<file path="src/rtl/uart_frame_tx.sv">
// uart_frame_tx: UART transmitter with a built-in baud timer and a valid/ready
// input handshake. Sends start, FRAME_DATA_LENGTH data bits, an optional
// parity bit and one or two stop bits, LSB-first or MSB-first.
module uart_frame_tx #(
  parameter int NATIVE_CLK_FREQUENCY = 50000000,
  parameter int BAUDRATE             = 9600,
  parameter int FRAME_DATA_LENGTH    = 8,
  parameter int PARITY_MODE          = 0,
  parameter int STOP_BITS            = 1,
  parameter int ENABLE_BIG_ENDIAN    = 0
) (
  input  logic                         clk,
  input  logic                         rst,
  input  logic [FRAME_DATA_LENGTH-1:0] data,
  input  logic                         valid,
  output logic                         ready,
  output logic                         tx,
  output logic                         busy
);

  localparam int BIT_PERIOD = NATIVE_CLK_FREQUENCY / BAUDRATE;
  localparam int CNT_W      = (BIT_PERIOD > 2) ? $clog2(BIT_PERIOD) : 1;

  localparam logic [CNT_W-1:0] CNT_LAST   = CNT_W'(BIT_PERIOD - 1);
  localparam logic [3:0]       DATA_LAST  = 4'(FRAME_DATA_LENGTH - 1);
  localparam logic [3:0]       STOP_LAST  = 4'(STOP_BITS - 1);
  // Mode 3 (and anything else outside 1/2) means no parity bit at all
  localparam bit               HAS_PARITY = (PARITY_MODE == 1) || (PARITY_MODE == 2);

  localparam logic [2:0] ST_IDLE   = 3'd0;
  localparam logic [2:0] ST_START  = 3'd1;
  localparam logic [2:0] ST_DATA   = 3'd2;
  localparam logic [2:0] ST_PARITY = 3'd3;
  localparam logic [2:0] ST_STOP   = 3'd4;

  // Parameter sanity checks, caught at elaboration time
  if (BIT_PERIOD < 2) begin : g_bad_bit_period
    $error("uart_frame_tx: BIT_PERIOD must be at least 2");
  end
  if (FRAME_DATA_LENGTH < 5 || FRAME_DATA_LENGTH > 9) begin : g_bad_data_length
    $error("uart_frame_tx: FRAME_DATA_LENGTH must be within 5..9");
  end
  if (STOP_BITS != 1 && STOP_BITS != 2) begin : g_bad_stop_bits
    $error("uart_frame_tx: STOP_BITS must be 1 or 2");
  end

  logic [2:0]                   state;
  logic [CNT_W-1:0]             baud_cnt;
  logic [3:0]                   bit_idx;
  logic [FRAME_DATA_LENGTH-1:0] shift_reg;
  logic                         parity_bit;
  logic [FRAME_DATA_LENGTH-1:0] load_word;
  logic                         parity_next;
  logic                         accept;
  logic                         bit_end;

  assign accept  = valid && ready;
  assign bit_end = (baud_cnt == CNT_LAST);
  assign busy    = ~ready;

  // Parity of the word being accepted; odd mode is the inverted XOR
  assign parity_next = (PARITY_MODE == 2) ? ~(^data) : (^data);

  // For MSB-first frames the word is reversed on load so the shifter always emits bit 0
  always_comb begin
    load_word = data;
    if (ENABLE_BIG_ENDIAN != 0) begin
      for (int i = 0; i < FRAME_DATA_LENGTH; i++) begin
        load_word[i] = data[FRAME_DATA_LENGTH-1-i];
      end
    end
  end

  // Frame sequencer: baud counter restarts at every bit boundary, tx and ready are registered
  always_ff @(posedge clk) begin
    if (rst) begin
      state      <= ST_IDLE;
      tx         <= 1'b1;
      ready      <= 1'b1;
      baud_cnt   <= '0;
      bit_idx    <= '0;
      shift_reg  <= '0;
      parity_bit <= 1'b0;
    end else begin
      case (state)
        ST_IDLE: begin
          if (accept) begin
            shift_reg  <= load_word;
            parity_bit <= parity_next;
            baud_cnt   <= '0;
            bit_idx    <= '0;
            tx         <= 1'b0;
            ready      <= 1'b0;
            state      <= ST_START;
          end
        end

        ST_START: begin
          if (bit_end) begin
            baud_cnt  <= '0;
            tx        <= shift_reg[0];
            shift_reg <= shift_reg >> 1;
            state     <= ST_DATA;
          end else begin
            baud_cnt <= baud_cnt + CNT_W'(1);
          end
        end

        ST_DATA: begin
          if (bit_end) begin
            baud_cnt <= '0;
            if (bit_idx == DATA_LAST) begin
              bit_idx <= '0;
              if (HAS_PARITY) begin
                tx    <= parity_bit;
                state <= ST_PARITY;
              end else begin
                tx    <= 1'b1;
                state <= ST_STOP;
              end
            end else begin
              bit_idx   <= bit_idx + 4'd1;
              tx        <= shift_reg[0];
              shift_reg <= shift_reg >> 1;
            end
          end else begin
            baud_cnt <= baud_cnt + CNT_W'(1);
          end
        end

        ST_PARITY: begin
          if (bit_end) begin
            baud_cnt <= '0;
            tx       <= 1'b1;
            state    <= ST_STOP;
          end else begin
            baud_cnt <= baud_cnt + CNT_W'(1);
          end
        end

        ST_STOP: begin
          if (bit_end) begin
            baud_cnt <= '0;
            if (bit_idx == STOP_LAST) begin
              bit_idx <= '0;
              ready   <= 1'b1;
              state   <= ST_IDLE;
            end else begin
              bit_idx <= bit_idx + 4'd1;
            end
          end else begin
            baud_cnt <= baud_cnt + CNT_W'(1);
          end
        end

        default: begin
          state    <= ST_IDLE;
          tx       <= 1'b1;
          ready    <= 1'b1;
          baud_cnt <= '0;
          bit_idx  <= '0;
        end
      endcase
    end
  end

endmodule

</file>
<file path="config.mk">
export PLATFORM = sky130hd
export DESIGN_NAME = uart_frame_tx
export DESIGN_NICKNAME = d
export VERILOG_FILES = /design/src/rtl/uart_frame_tx.sv
export SDC_FILE = /design/constraint.sdc
export NUM_CORES = 1
export LEC_CHECK = 0
export CORE_ASPECT_RATIO = 0.8
export CORE_MARGIN = 2
export CORE_UTILIZATION = 61
export DETAILED_ROUTE_END_ITERATION = 8
export PLACE_DENSITY = 0.84
export SYNTH_ARGS = -nofsm -noshare
export SYNTH_HDL_FRONTEND = slang
export SYNTH_SLANG_ARGS = --single-unit
</file>
<file path="constraint.sdc">
create_clock -name clk -period 6.3 [get_ports clk]
set_input_delay 1.575 -clock clk [delete_from_list [all_inputs] [get_ports clk]]
set_output_delay 1.575 -clock clk [all_outputs]
set_load 0.02 [all_outputs]
</file>
==> metrics.md <==
| Metric | Value |
|---|---|
| Most frequent cells in the layout | `sky130_fd_sc_hd__dfxtp_1, sky130_fd_sc_hd__nor2_1, sky130_fd_sc_hd__clkdlybuf4s50_1` |
| Worst IR drop on VDD | `191.2 uV` |
| DRC violation total after the first TritonRoute iteration | `94` |
| Crit path max fanout | `9` |
| Initial standard-cell utilization of the core | `about two thirds` |
| Post-CTS repair timing setup buffer count | `0` |
| Placed Instance Area | `approximately 0.0017 sq mm` |
| Max capacitance violation total | `0` |
| DRC | `0` |
| Slew @ Worst Pin | `approximately 1100 ps` |
| Slew HR | `between 20% and 30%` |
| Max H-tree Level | `2` |
| Number of instances in the synthesized netlist | `176` |
| Number of rows in the core area | `16` |
| Arrival time worst endpoint | `3750 ps` |
| Remaining global-route overflow | `0` |
| Share of cells above drive strength 1 | `~9%` |
| Initial antenna violation count | `0` |
| Final core utilization | `72.08%` |
| Flip-flop count of the largest register after layout | `13` |
| Static Leakage | `between 0.6 and 0.7 nW` |
| Most frequent standard cell in the layout excluding fill and tap cells | `sky130_fd_sc_hd__dfxtp_1` |
| Count of input and output buffers | `13` |
| CTS root buf | `sky130_fd_sc_hd__clkbuf_4` |
| Post-CTS clock slew at the launch and capture registers of the worst setup and hold paths | `around 90 ps` |
| # placed instances | `about 220` |
| Count of final max-slew check failures | `0` |
| Number of flops mapped to enable cells by yosys | `0` |
| Avg Cell Area, Syn | `9.128 sq um` |
| Part of the cycle the worst path needs | `between 50% and 60%` |
| Yosys reg bits | `30` |
| Largest cells by area after synthesis | `sky130_fd_sc_hd__dfxtp_1, sky130_fd_sc_hd__nor2_1, sky130_fd_sc_hd__mux2i_1` |
| Total clock sinks | `30` |
| Area enclosed by the die boundary | `around 0.003 sq mm` |
| Number of warning messages in the yosys log | `0` |
| Final net count | `roughly 200` |
| Worst clock skew | `9.377 ps` |
| Post-synthesis net count | `190` |
| Flop2flop setup slack | `3410 ps` |
| Total wirelength of the detailed-routed design | `between 3000 and 4000 um` |
| Type of the worst setup path | `in2reg` |
| Number of hold violations in the final report | `0` |
| Peak Freq | `approximately 0.28 GHz` |
| Critical path endpoint | `baud_cnt[10]` |
| Minimum clock period | `between 3000 and 4000 ps` |
| Worst Setup SP | `valid` |
| Via count of the first global-routing pass | `~1300` |
| Final antenna diode count | `0` |
| Number of setup violations in the final report | `0` |
| Total design power | `~690 uW` |
| Post-placement worst setup slack | `about 2400 ps` |
| Post-detailed-route count of antenna-violating nets | `0` |
| Pre-Repair DR Iteration Count | `4` |
| Maximum number of pins on one net before global-route repair | `23` |
| Crit path launch type | `input port` |
| Final hold slack | `500.6 ps` |
| Primary flip-flop cell chosen by synthesis mapping | `sky130_fd_sc_hd__dfxtp_1` |
| Cell depth of the worst flop-to-flop path | `6` |
| Reg-to-reg endpoint | `shift_reg[0]` |
| Area delta synth->final | `11.37%` |
| Reg-to-reg critical path startpoint | `baud_cnt[0]` |
| Pwr dens | `about 390 mW/mm^2` |
| TritonCTS clock tree | `built` |
| Die Wd | `around 60 um` |
| Clk buf depth | `2` |
| Overall fraction of global-route tracks in use | `between 20% and 30%` |
| Wire length of the first global-routing pass | `5658 um` |
| Worst-Skew Late Latency | `about 320 ps` |
| # hold bufs at CTS | `0` |
| Detail-routed via count per cell | `5.929` |
| Final total negative setup slack | `0 ps` |
| FFs w/ async S/R, synth | `0%` |
| Run status | `finished clean` |
| Critical Path RT | `about 6500 ps` |
| Vias post-DR | `1328` |
| Cell area after synthesis | `0.001607 sq mm` |
| Count of non-filler cells in the finished layout | `approximately 220` |
| Final weighted congestion in routability-driven placement | `0.7770` |
| Setup ws final | `about 2700 ps` |
| Total I/O pin count | `14` |
| Hpwl dp | `roughly 2500 um` |
| Fraction of the yosys area taken by sequential cells | `between 30% and 40%` |
| Finished Cell Area | `between 0.0015 and 0.002 sq mm` |
| Number of gates resized after cts | `0` |
| Top cell type's share of synthesized area | `37.38%` |
| Core region area | `about 0.0025 sq mm` |
| RSZ-0062 raised after global routing | `false` |
| Routed length per instance | `around 15 um` |
| Die Y | `~50 um` |
| HP Class | `reg2reg` |
| Setup crit end kind | `flip-flop` |
| Largest area contributor in the netlist | `sky130_fd_sc_hd__dfxtp_1` |
| Number of distinct library cell variants in the gate-level netlist after synthesis | `47` |
| CTS Buf Count | `5` |
logic make-up after synthesis:
family | Yosys count | synth area share (%)
flops | 30 | 37.38
xor+xnor | 10 | 5.451
simple gates | 70 | 23.83
buf+inv | 13 | 3.504
compound gates | 41 | 21.89
mux | 9 | 5.608
fa+ha+maj | 3 | 2.337
worst min path at each step:
stage | start | to | slack, ps | depth (start not counted)
after floorplan | shift_reg[7] | shift_reg[7] | 450 | 2
after global placement | shift_reg[7] | shift_reg[7] | 460 | 2
after detailed placement | tx | tx | 480 | 2
after CTS | tx | tx | 500 | 2
after global routing | shift_reg[7] | shift_reg[7] | 530 | 2
final | shift_reg[2] | shift_reg[2] | 500 | 2
layer usage:
| metal | routed length [um] | GRT usage, % | share of wire, % | vias to the layer above |
|---|---|---|---|---|
| met5 | 0 | 0 | 0 | - |
| met4 | 27 | 4.255 | 0.81 | 0 |
| met3 | 128 | 7.087 | 3.9 | 4 |
| met2 | 1595 | 40.60 | 48 | 26 |
| met1 | 1565 | 32.63 | 47 | 633 |
| li1 | - | - | - | 665 |
synthesized netlist by cell type, types with 2 or more instances:
master / count
sky130_fd_sc_hd__dfxtp_1: 30
sky130_fd_sc_hd__nor2_1: 26
sky130_fd_sc_hd__a21oi_1: 12
sky130_fd_sc_hd__nand2_1: 11
sky130_fd_sc_hd__mux2i_1: 9
sky130_fd_sc_hd__a211oi_1: 7
sky130_fd_sc_hd__clkbuf_1: 6
sky130_fd_sc_hd__nand3_1: 6
sky130_fd_sc_hd__inv_1: 5
sky130_fd_sc_hd__xnor2_1: 5
sky130_fd_sc_hd__xor2_1: 5
sky130_fd_sc_hd__nand2b_1: 4
sky130_fd_sc_hd__a211oi_2: 3
sky130_fd_sc_hd__a21o_1: 3
sky130_fd_sc_hd__and3_1: 3
sky130_fd_sc_hd__ha_1: 3
sky130_fd_sc_hd__a31oi_1: 2
sky130_fd_sc_hd__nand3b_1: 2
sky130_fd_sc_hd__nand4_1: 2
sky130_fd_sc_hd__nand4b_1: 2
sky130_fd_sc_hd__nor3b_1: 2
sky130_fd_sc_hd__or3b_2: 2
sky130_fd_sc_hd__or4_1: 2
layout make-up:
type	instances	area, sq um
clock buffers	7	45.04
fillers	209	693.2
inverters	5	18.77
multi-input cells	133	949.7
flip-flops and latches	30	600.6
well taps	36	45.04
repair buffers	13	130.1
critical path, cell delays in order:
cell,delay (ps)
sky130_fd_sc_hd__clkdlybuf4s50_1,450
sky130_fd_sc_hd__a2111oi_2,1000
sky130_fd_sc_hd__nor3b_1,280
sky130_fd_sc_hd__and3_1,270
sky130_fd_sc_hd__xnor2_1,130
sky130_fd_sc_hd__nor2_1,60
where the power goes:
part / internal, mW / total (mW) / switching (mW) / leakage (nW)
clock network: 0.0421 / 0.103 / 0.0614 / 0.0254
logic: 0.139 / 0.317 / 0.178 / 0.381
registers: 0.231 / 0.270 / 0.0391 / 0.245
total: 0.412 / 0.691 / 0.279 / 0.651
Note: power is estimated with default switching activity, not from simulation.
